File: src/rtl/alu_sequencer_pkg.sv
// Shared definitions for the ALU front-end: opcode encodings, FSM states and
// an opcode legality check.
package alu_sequencer_pkg;

    localparam int unsigned OPCODE_W = 6;

    localparam logic [OPCODE_W-1:0] OP_ADD = 6'b100000;
    localparam logic [OPCODE_W-1:0] OP_SUB = 6'b100010;
    localparam logic [OPCODE_W-1:0] OP_AND = 6'b100100;
    localparam logic [OPCODE_W-1:0] OP_OR  = 6'b100101;
    localparam logic [OPCODE_W-1:0] OP_XOR = 6'b100110;
    localparam logic [OPCODE_W-1:0] OP_SRA = 6'b000011;
    localparam logic [OPCODE_W-1:0] OP_SRL = 6'b000010;
    localparam logic [OPCODE_W-1:0] OP_NOR = 6'b100111;

    typedef enum logic [1:0] {
        StIdle    = 2'd0,
        StExec    = 2'd1,
        StCapture = 2'd2,
        StDone    = 2'd3
    } state_e;

    function automatic logic is_valid_opcode(input logic [OPCODE_W-1:0] op);
        logic valid;
        valid = 1'b0;
        case (op)
            OP_ADD, OP_SUB, OP_AND, OP_OR,
            OP_XOR, OP_SRA, OP_SRL, OP_NOR: valid = 1'b1;
            default:                        valid = 1'b0;
        endcase
        return valid;
    endfunction

endpackage

File: src/rtl/alu_sequencer_btn_conditioner.sv
// Push-button conditioner: 2-FF synchronizer, stability-counter debouncer and
// a single-cycle pulse on the debounced rising edge.
module alu_sequencer_btn_conditioner #(
    parameter int unsigned NB_DEBOUNCE = 20
) (
    input  logic i_clk,
    input  logic i_reset,
    input  logic i_btn,
    output logic o_pulse
);

    // Debounced level flips on the (2**NB_DEBOUNCE-1)-th consecutive differing sample.
    localparam logic [NB_DEBOUNCE-1:0] CntLast = NB_DEBOUNCE'(2 ** NB_DEBOUNCE - 2);

    logic [1:0]             sync_q;
    logic [NB_DEBOUNCE-1:0] cnt_q, cnt_d;
    logic                   db_q, db_d;
    logic                   db_prev_q;
    logic                   pulse_q;

    always_comb begin
        cnt_d = '0;
        db_d  = db_q;
        if (sync_q[1] != db_q) begin
            if (cnt_q == CntLast) begin
                db_d = sync_q[1];
            end else begin
                cnt_d = cnt_q + 1'b1;
            end
        end
    end

    always_ff @(posedge i_clk) begin
        if (i_reset) begin
            sync_q    <= '0;
            cnt_q     <= '0;
            db_q      <= 1'b0;
            db_prev_q <= 1'b0;
            pulse_q   <= 1'b0;
        end else begin
            sync_q    <= {sync_q[0], i_btn};
            cnt_q     <= cnt_d;
            db_q      <= db_d;
            db_prev_q <= db_q;
            pulse_q   <= db_q & ~db_prev_q;
        end
    end

    assign o_pulse = pulse_q;

endmodule

File: src/rtl/alu_sequencer.sv
// Front-end controller for the board ALU: latches operands/opcode from the
// switches on conditioned button presses, sequences execution, captures results.
module alu_sequencer
    import alu_sequencer_pkg::*;
#(
    parameter int unsigned NB_DATA     = 8,
    parameter int unsigned NB_OPCODE   = 6,
    parameter int unsigned NB_DEBOUNCE = 20
) (
    input  logic                 i_clk,
    input  logic                 i_reset,
    input  logic [NB_DATA-1:0]   i_sw,
    input  logic                 i_btn_load_a,
    input  logic                 i_btn_load_b,
    input  logic                 i_btn_load_op,
    input  logic                 i_btn_exec,
    output logic [NB_DATA-1:0]   o_alu_op_1,
    output logic [NB_DATA-1:0]   o_alu_op_2,
    output logic [NB_OPCODE-1:0] o_alu_opcode,
    input  logic [NB_DATA-1:0]   i_alu_result,
    input  logic                 i_alu_carry,
    output logic [NB_DATA-1:0]   o_result,
    output logic                 o_carry,
    output logic [2:0]           o_loaded,
    output logic                 o_done,
    output logic                 o_error
);

    logic pulse_a, pulse_b, pulse_op, pulse_exec;

    alu_sequencer_btn_conditioner #(.NB_DEBOUNCE(NB_DEBOUNCE)) u_btn_a (
        .i_clk   (i_clk),
        .i_reset (i_reset),
        .i_btn   (i_btn_load_a),
        .o_pulse (pulse_a)
    );

    alu_sequencer_btn_conditioner #(.NB_DEBOUNCE(NB_DEBOUNCE)) u_btn_b (
        .i_clk   (i_clk),
        .i_reset (i_reset),
        .i_btn   (i_btn_load_b),
        .o_pulse (pulse_b)
    );

    alu_sequencer_btn_conditioner #(.NB_DEBOUNCE(NB_DEBOUNCE)) u_btn_op (
        .i_clk   (i_clk),
        .i_reset (i_reset),
        .i_btn   (i_btn_load_op),
        .o_pulse (pulse_op)
    );

    alu_sequencer_btn_conditioner #(.NB_DEBOUNCE(NB_DEBOUNCE)) u_btn_exec (
        .i_clk   (i_clk),
        .i_reset (i_reset),
        .i_btn   (i_btn_exec),
        .o_pulse (pulse_exec)
    );

    state_e               state_q, state_d;
    logic [NB_DATA-1:0]   op_1_q, op_1_d;
    logic [NB_DATA-1:0]   op_2_q, op_2_d;
    logic [NB_OPCODE-1:0] opcode_q, opcode_d;
    logic [NB_DATA-1:0]   result_q, result_d;
    logic                 carry_q, carry_d;
    logic [2:0]           loaded_q, loaded_d;
    logic                 error_q, error_d;
    logic                 any_load;

    assign any_load = pulse_a | pulse_b | pulse_op;

    always_comb begin
        state_d  = state_q;
        op_1_d   = op_1_q;
        op_2_d   = op_2_q;
        opcode_d = opcode_q;
        result_d = result_q;
        carry_d  = carry_q;
        loaded_d = loaded_q;
        error_d  = error_q;

        if (pulse_a) begin
            op_1_d      = i_sw;
            loaded_d[0] = 1'b1;
        end
        if (pulse_b) begin
            op_2_d      = i_sw;
            loaded_d[1] = 1'b1;
        end
        if (pulse_op) begin
            opcode_d    = i_sw[NB_OPCODE-1:0];
            loaded_d[2] = 1'b1;
        end

        // Any load aborts an in-flight run and swallows a coincident exec.
        if (any_load) begin
            error_d = 1'b0;
            state_d = StIdle;
        end else begin
            unique case (state_q)
                StIdle: begin
                    if (pulse_exec) begin
                        if (loaded_q == 3'b111 && is_valid_opcode(opcode_q)) begin
                            state_d = StExec;
                        end else begin
                            error_d = 1'b1;
                        end
                    end
                end
                StExec: begin
                    state_d = StCapture;
                end
                StCapture: begin
                    result_d = i_alu_result;
                    carry_d  = (opcode_q == OP_ADD) ? i_alu_carry : 1'b0;
                    state_d  = StDone;
                end
                StDone: begin
                    if (pulse_exec) begin
                        state_d = StExec;
                    end
                end
                default: state_d = StIdle;
            endcase
        end
    end

    always_ff @(posedge i_clk) begin
        if (i_reset) begin
            state_q  <= StIdle;
            op_1_q   <= '0;
            op_2_q   <= '0;
            opcode_q <= '0;
            result_q <= '0;
            carry_q  <= 1'b0;
            loaded_q <= '0;
            error_q  <= 1'b0;
        end else begin
            state_q  <= state_d;
            op_1_q   <= op_1_d;
            op_2_q   <= op_2_d;
            opcode_q <= opcode_d;
            result_q <= result_d;
            carry_q  <= carry_d;
            loaded_q <= loaded_d;
            error_q  <= error_d;
        end
    end

    assign o_alu_op_1   = op_1_q;
    assign o_alu_op_2   = op_2_q;
    assign o_alu_opcode = opcode_q;
    assign o_result     = result_q;
    assign o_carry      = carry_q;
    assign o_loaded     = loaded_q;
    assign o_done       = (state_q == StDone);
    assign o_error      = error_q;

endmodule

File: config.mk
export PLATFORM = sky130hd
export DESIGN_NAME = alu_sequencer
export DESIGN_NICKNAME = d
export VERILOG_FILES = /design/src/rtl/alu_sequencer_pkg.sv /design/src/rtl/alu_sequencer_btn_conditioner.sv /design/src/rtl/alu_sequencer.sv
export SDC_FILE = /design/constraint.sdc
export NUM_CORES = 1
export LEC_CHECK = 0
export CORE_ASPECT_RATIO = 1.25
export CORE_MARGIN = 5
export CORE_UTILIZATION = 50
export CTS_BUF_LIST = sky130_fd_sc_hd__clkbuf_4 sky130_fd_sc_hd__clkbuf_8
export CTS_CLUSTER_DIAMETER = 80
export DETAILED_ROUTE_END_ITERATION = 6
export PLACE_DENSITY = 0.7
export SLEW_MARGIN = 20
export SYNTH_ARGS = -nofsm -noshare
export SYNTH_HDL_FRONTEND = slang
export SYNTH_HIERARCHICAL = 1
export SYNTH_SLANG_ARGS = --single-unit
File: constraint.sdc
create_clock -name i_clk -period 2.2 [get_ports i_clk]
set_input_delay 0.44 -clock i_clk [delete_from_list [all_inputs] [get_ports i_clk]]
set_output_delay 0.44 -clock i_clk [all_outputs]
set_load 0.03 [all_outputs]
==> impl_metrics.env, run 1 <==
export IMPL_vias=4536
export IMPL_netSwitchingPower_mw=1.03
export IMPL_fp_dieH_um=131
export IMPL_drc=0
export IMPL_cts_setup_buffers=0
export IMPL_finalClockSkew_ns=0.00909
export IMPL_die_w_um=107
export IMPL_r2r_slack_ns=0.21
export IMPL_gp_congestion=0.840
export IMPL_synthFlopType="dfxtp_1"
export IMPL_fin_crit_sh=0.904
export IMPL_synth_edf_count=0
export IMPL_crit_type="reg2reg"
export IMPL_fp_row_count=44
export IMPL_synthArstFlopShare=0
export IMPL_hold_path_class="reg2reg"
export IMPL_synth_nets=660
export IMPL_routed_wl_mm=11.4
export IMPL_avgViaCountPerCell=5.34
export IMPL_final_common_cell="dfxtp_1"
export IMPL_ys_seq_elements=137
export IMPL_avgRoutedWirePerCell_um=13.4
export IMPL_r2r_end="u_btn_op/cnt_q[16]$_SDFF_PP0_"
export IMPL_die_area_um2=14000
export IMPL_swShare=0.205
export IMPL_slew_headroom=0.581
export IMPL_pre_cts_ws_ns=0.233
export IMPL_hold_viol_final=0
export IMPL_ff2ff_path_depth=5
export IMPL_io_pins=59
export IMPL_fmax_mhz=503
export IMPL_cap_viol_max_count=0
export IMPL_clkLatencyLatePin_ns=0.44
export IMPL_cts_tree="done"
export IMPL_power_density_nw_per_um2=708
export IMPL_dr_pass1_iters=5
export IMPL_finalPower_mw=5.00
export IMPL_endpoint_kind="flip-flop"
export IMPL_tns_ns=0
export IMPL_fin_util=0.612
export IMPL_n_fill_cell=988
export IMPL_setup_violations=0
export IMPL_critPathMaxFanout=7
export IMPL_arrival_ns=2.36
export IMPL_yosys_warnings=6
export IMPL_drt_iter0_markers=152
export IMPL_clock_path_buffers=2
export IMPL_hold_path_startpoint="u_btn_b/db_prev_q$_SDFF_PP0_"
export IMPL_startpoint_type="flip-flop"
export IMPL_leakage_nw=2.36
export IMPL_globalRoute_totalOverflow=0
export IMPL_grt_pass1_wl_mm=19.7
export IMPL_cts_sinks=137
export IMPL_netlist_area_um2=5880
export IMPL_n_antenna_cell=0
export IMPL_rsz0062_at_grt="false"
export IMPL_portBuffers=58
export IMPL_timing_rr_start="u_btn_op/cnt_q[0]$_SDFF_PP0_"
export IMPL_drive_above_1_share=0.122
export IMPL_cp_slowest_cell="or4_1"
export IMPL_worst_slew_pin_slew_ns=0.627
export IMPL_peakVddDrop_uv=395
export IMPL_outcome="completed"
export IMPL_ant_nets=0
export IMPL_globalRouteTotalUtil=0.168
export IMPL_cts_root_buffer="clkbuf_8"
export IMPL_grt_pass1_vias=4325
export IMPL_final_max_slew_viol_count=0
export IMPL_initial_core_util=0.508
export IMPL_worst_slack_ns=0.211
export IMPL_grt_max_degree=25
export IMPL_dp_hpwl_mm=8.41
export IMPL_hold_path_endpoint="u_btn_b/o_pulse$_SDFF_PP0_"
export IMPL_critPathRequiredTime_ns=2.57
export IMPL_path_cells="ha_1 > inv_1 > or4_1 > or3_1 > a21oi_1"
export IMPL_period_minus_slack_ns=1.99
export IMPL_seqPwrFrac=0.502
export IMPL_p_int_mw=3.98
export IMPL_seqCellArea_um2=2740
export IMPL_whs_path_depth=1
export IMPL_layout_nets=733
export IMPL_htreeDepth=4
export IMPL_yosysSeqAreaShare=0.467
export IMPL_ys_types=43
export IMPL_clockPowerShare=0.466
export IMPL_max_stage_delay_ns=0.60
export IMPL_netlist_instances=625
export IMPL_p_comb_frac=0.031
export IMPL_final_cell_mix="137 x dfxtp_1, 109 x nor2_1, 56 x clkdlybuf4s50_1"
export IMPL_multi_input_area_um2=2960
export IMPL_clk_pin_slew_worst_paths_ns=0.08
export IMPL_design_core_area_um2=11600
export IMPL_syn_area_per_cell_um2=9.41
export IMPL_syn_to_final_growth_pct=20.3
export IMPL_cts_buffers=17
export IMPL_antenna_found_initial=0
[per-layer routing]
metal,share of wire,GRT usage,vias to the layer above
met3,0.045,0.0545,16
met2,0.49,0.283,86
met5,0,0,-
met4,0.016,0.0583,0
li1,-,-,2322
met1,0.44,0.200,2112
[cell type report]
cell class / instances / area share
Multi-Input combinational cell: 449 / 0.418
Sequential cell: 137 / 0.388
Timing Repair Buffer: 66 / 0.0902
Clock buffer: 19 / 0.0370
Clock inverter: 13 / 0.0281
Tap cell: 138 / 0.0244
Inverter: 27 / 0.0143
[worst max-delay path by stage]
| stage | start | to | slack, ns | cells past startpoint |
|---|---|---|---|---|
| after global routing | u_btn_op/cnt_q[0]$_SDFF_PP0_ | u_btn_op/cnt_q[16]$_SDFF_PP0_ | 0.06 | 5 |
| final | u_btn_op/cnt_q[0]$_SDFF_PP0_ | u_btn_op/cnt_q[16]$_SDFF_PP0_ | 0.21 | 5 |
| after CTS | state_q[0]$_SDFFE_PP0P_ | o_done | 0.0002 | 2 |
| after detailed placement | u_btn_op/cnt_q[0]$_SDFF_PP0_ | u_btn_op/cnt_q[16]$_SDFF_PP0_ | 0.23 | 5 |
| after floorplan | u_btn_a/cnt_q[0]$_SDFF_PP0_ | u_btn_a/cnt_q[16]$_SDFF_PP0_ | 0.43 | 5 |
| after global placement | u_btn_op/cnt_q[1]$_SDFF_PP0_ | u_btn_op/cnt_q[6]$_SDFF_PP0_ | 0.33 | 6 |
[timing repair]
action / 4_1_cts / 5_1_grt
setup endpoints to repair: 0 / 1
resized for setup: 0 / 1
hold buffers: 0 / 0
[power by group through the flow]
stage / Combinational [mW] / Clock, mW / Sequential, mW
2_1_floorplan: 0.0826 / 0 / 2.57
3_3_place_gp: 0.153 / 0 / 2.57
3_5_place_dp: 0.158 / 0 / 2.57
4_1_cts: 0.159 / 2.39 / 2.51
5_1_grt: 0.175 / 2.51 / 2.51
6_report: 0.157 / 2.33 / 2.51
[cell families after synthesis]
kind of cell,after synthesis,synth area share
AOI/OAI and AO/OA,66,0.0741
xor gates and xnor gates,52,0.0775
adders and majority gates,12,0.0255
buffers and inverters,39,0.0302
DFF,137,0.467
muxes,28,0.0477
and+or+nand+nor,291,0.278
[synthesized netlist by cell type, types with 2 or more instances]
cell	instances	area, um2
a41oi_1	5	43.8
nor2b_1	9	56.3
ha_1	12	150
buf_4	6	45.0
nand2b_1	5	31.3
or3_1	12	75.1
xor2_1	20	175
inv_1	27	101
or4_4	4	45.0
and4_1	4	35.0
nand4_1	25	156
o21ai_4	4	65.1
nand4_2	4	50.1
dfxtp_1	137	2740
nor4_1	8	50.1
and4b_1	4	40.0
o21ai_0	20	100
and3_2	4	30.0
nand2_1	41	154
a21oi_1	26	130
nor3_1	8	40.0
o21a_1	2	15.0
or4b_1	5	50.1
nand3_2	8	80.1
nand3_1	16	80.1
xnor2_1	32	280
or2_2	4	25.0
mux2i_1	28	280
nor2_1	109	409
o21ba_2	4	40.0
a31o_2	4	35.0
and3_1	5	31.3
nor4_4	4	85.1
or3_2	4	30.0
or4_1	4	30.0
clkbuf_1	4	15.0
[registers in the layout, summed over array words and instances, names as in the netlist, 2 cells and up]
name and count:
u_btn_exec/cnt_q 20, u_btn_op/cnt_q 20, u_btn_op/sync_q 2, u_btn_b/cnt_q 20, u_btn_a/sync_q 2, u_btn_b/sync_q 2, o_alu_opcode 6, state_q 2
o_alu_op_2 8, u_btn_a/cnt_q 20, u_btn_exec/sync_q 2, o_alu_op_1 8, o_result 8, o_loaded 3
[per-stage QoR]
stage	std cells	hold slack [ns]	area [um2]
2_1_floorplan	625	0.368	5880
3_3_place_gp	817	0.374	6610
3_5_place_dp	817	0.376	6610
4_1_cts	849	0.386	7070
5_1_grt	849	0.412	7070
6_report	849	0.385	7070
[worst max-delay path: cells and delay by family (launching register included)]
kind            cells  cell delay [ns]
simple gates        2             0.96
flops               1             0.44
fa+ha+maj           1             0.29
compound gates      1             0.15
buf+inv             1             0.07
Note: power is estimated with default switching activity, not from simulation.
==> inputs of run 2 (changes only) <==
--- a/config.mk
+++ b/config.mk
@@ -10,6 +10,7 @@
 export CORE_UTILIZATION = 50
 export CTS_BUF_LIST = sky130_fd_sc_hd__clkbuf_4 sky130_fd_sc_hd__clkbuf_8
 export CTS_CLUSTER_DIAMETER = 80
+export CTS_CLUSTER_SIZE = 14
 export DETAILED_ROUTE_END_ITERATION = 6
 export PLACE_DENSITY = 0.7
 export SLEW_MARGIN = 20
==> results of run 2 <==
Final layout, timing and power as in run 1 (identical DEF).
==> inputs of run 3 (changes only) <==
--- a/config.mk
+++ b/config.mk
@@ -13,6 +13,7 @@
 export CTS_CLUSTER_SIZE = 14
 export DETAILED_ROUTE_END_ITERATION = 6
 export PLACE_DENSITY = 0.7
+export SETUP_SLACK_MARGIN = 0.02
 export SLEW_MARGIN = 20
 export SYNTH_ARGS = -nofsm -noshare
 export SYNTH_HDL_FRONTEND = slang
==> impl_metrics.env, run 3 (synthesis gave the netlist of run 1 again) <==
export IMPL_outcome="completed"
export IMPL_htreeDepth=4
export IMPL_grt_pass1_wl_mm=19.7
export IMPL_setup_violations=0
export IMPL_cts_buffers=17
export IMPL_crit_type="reg2out"
export IMPL_startpoint_type="flip-flop"
export IMPL_clock_path_buffers=2
export IMPL_period_minus_slack_ns=1.99
export IMPL_syn_to_final_growth_pct=20.3
export IMPL_hold_path_endpoint="u_btn_op/o_pulse$_SDFF_PP0_"
export IMPL_final_area_um2=7070
export IMPL_globalRoute_totalOverflow=0
export IMPL_whs_path_depth=1
export IMPL_peakVddDrop_uv=394
export IMPL_pre_cts_ws_ns=0.233
export IMPL_final_common_cell="dfxtp_1"
export IMPL_whs_ns=0.386
export IMPL_post_dp_cell_area_um2=6610
export IMPL_leakage_nw=2.35
export IMPL_finalClockSkew_ns=0.00909
export IMPL_worst_slack_ns=0.211
export IMPL_grt_pass1_vias=4325
export IMPL_cts_sinks=137
export IMPL_cp_slowest_cell="clkdlybuf4s50_1"
export IMPL_fmax_mhz=503
export IMPL_clkLatencyLatePin_ns=0.44
export IMPL_seqCellArea_um2=2740
export IMPL_grt_max_degree=25
export IMPL_vias=4515
export IMPL_io_pins=59
export IMPL_fp_row_count=44
export IMPL_dp_hpwl_mm=8.41
export IMPL_hold_path_startpoint="u_btn_op/db_prev_q$_SDFF_PP0_"
export IMPL_fin_util=0.611
export IMPL_design_core_area_um2=11600
export IMPL_worst_slew_pin_slew_ns=0.627
export IMPL_globalRouteTotalUtil=0.168
export IMPL_rsz0062_at_grt="false"
export IMPL_antenna_found_initial=0
export IMPL_drive_above_1_share=0.122
export IMPL_fp_dieH_um=131
export IMPL_avgViaCountPerCell=5.32
export IMPL_fin_crit_sh=0.904
export IMPL_final_max_slew_viol_count=0
export IMPL_hold_viol_final=0
export IMPL_final_cell_mix="137 x dfxtp_1, 109 x nor2_1, 56 x clkdlybuf4s50_1"
export IMPL_critPathTopFamily="buffers and inverters"
export IMPL_finalPower_mw=5.00
export IMPL_dr_pass1_iters=5
export IMPL_avgRoutedWirePerCell_um=13.4
export IMPL_timing_rr_start="u_btn_op/cnt_q[0]$_SDFF_PP0_"
export IMPL_drt_iter0_markers=152
export IMPL_drc=0
export IMPL_n_antenna_cell=0
export IMPL_cts_root_buffer="clkbuf_8"
export IMPL_initial_core_util=0.508
export IMPL_power_density_nw_per_um2=708
export IMPL_ant_nets=0
export IMPL_n_fill_cell=990
export IMPL_critPathMaxFanout=5
export IMPL_routed_wl_mm=11.4
export IMPL_r2r_end="u_btn_op/cnt_q[16]$_SDFF_PP0_"
export IMPL_multi_input_area_um2=2960
export IMPL_tns_ns=0
export IMPL_cap_viol_max_count=0
export IMPL_path_cells="clkdlybuf4s50_1"
export IMPL_endpoint_kind="output pin"
export IMPL_stdcell_count=849
export IMPL_arrival_ns=1.55
export IMPL_slew_headroom=0.581
export IMPL_r2r_slack_ns=0.21
export IMPL_dp_cells=817
export IMPL_hold_path_class="reg2reg"
export IMPL_die_area_um2=14000
export IMPL_gp_congestion=0.840
export IMPL_layout_nets=733
export IMPL_die_w_um=107
export IMPL_critPathRequiredTime_ns=1.76
export IMPL_critPathBufInv=1
export IMPL_portBuffers=58
export IMPL_cts_tree="done"
export IMPL_ff2ff_path_depth=5
export IMPL_clk_pin_slew_worst_paths_ns=0.07
export IMPL_max_stage_delay_ns=0.70
-- run 3: changes by cell type in the layout (fill, tap and decap cells not counted), sizes merged --
cell and change:
dlygate4sd2 +1, dlymetal6s2s -1
-- run 3: area by class of cell --
cell class                 count  share of cell area
timing repair buffer          66              0.0897
tap                          138              0.0244
sequential                   137               0.388
inverter                      27              0.0143
multi-input combinational    449               0.418
clock inverter                13              0.0281
clock buffer                  19              0.0370
-- run 3: what timing repair did --
item | CTS | global route
hold buffers | 0 | 0
gates resized for setup | 1 | 0
buffers inserted | 0 | 0
endpoints found under the hold margin | 0 | 0
endpoints found under the setup margin | 1 | 0
-- run 3: how the worst max path moves through the flow --
stage | startpoint | to | cells past startpoint
after floorplan | u_btn_a/cnt_q[0]$_SDFF_PP0_ | u_btn_a/cnt_q[16]$_SDFF_PP0_ | 5
after global placement | u_btn_op/cnt_q[1]$_SDFF_PP0_ | u_btn_op/cnt_q[6]$_SDFF_PP0_ | 6
after detailed placement | u_btn_op/cnt_q[0]$_SDFF_PP0_ | u_btn_op/cnt_q[16]$_SDFF_PP0_ | 5
after CTS | o_alu_opcode[5]$_SDFFE_PP0P_ | o_alu_opcode[5] | 1
after global routing | u_btn_op/cnt_q[0]$_SDFF_PP0_ | u_btn_op/cnt_q[16]$_SDFF_PP0_ | 5
final | o_alu_opcode[5]$_SDFFE_PP0P_ | o_alu_opcode[5] | 1
-- run 3: per-layer routing --
| metal | vias to the layer above | track usage | share of wire |
|---|---|---|---|
| met3 | 13 | 0.0545 | 0.042 |
| met5 | - | 0 | 0 |
| met1 | 2096 | 0.200 | 0.45 |
| met4 | 0 | 0.0583 | 0.014 |
| li1 | 2325 | - | - |
| met2 | 81 | 0.283 | 0.50 |
-- run 3: where the power goes --
| group | total, mW | switching [mW] | leakage [nW] | internal [mW] |
|---|---|---|---|---|
| combinational | 0.157 | 0.0759 | 1.01 | 0.0812 |
| sequential | 2.51 | 0.0168 | 1.10 | 2.50 |
| clock | 2.33 | 0.931 | 0.231 | 1.40 |
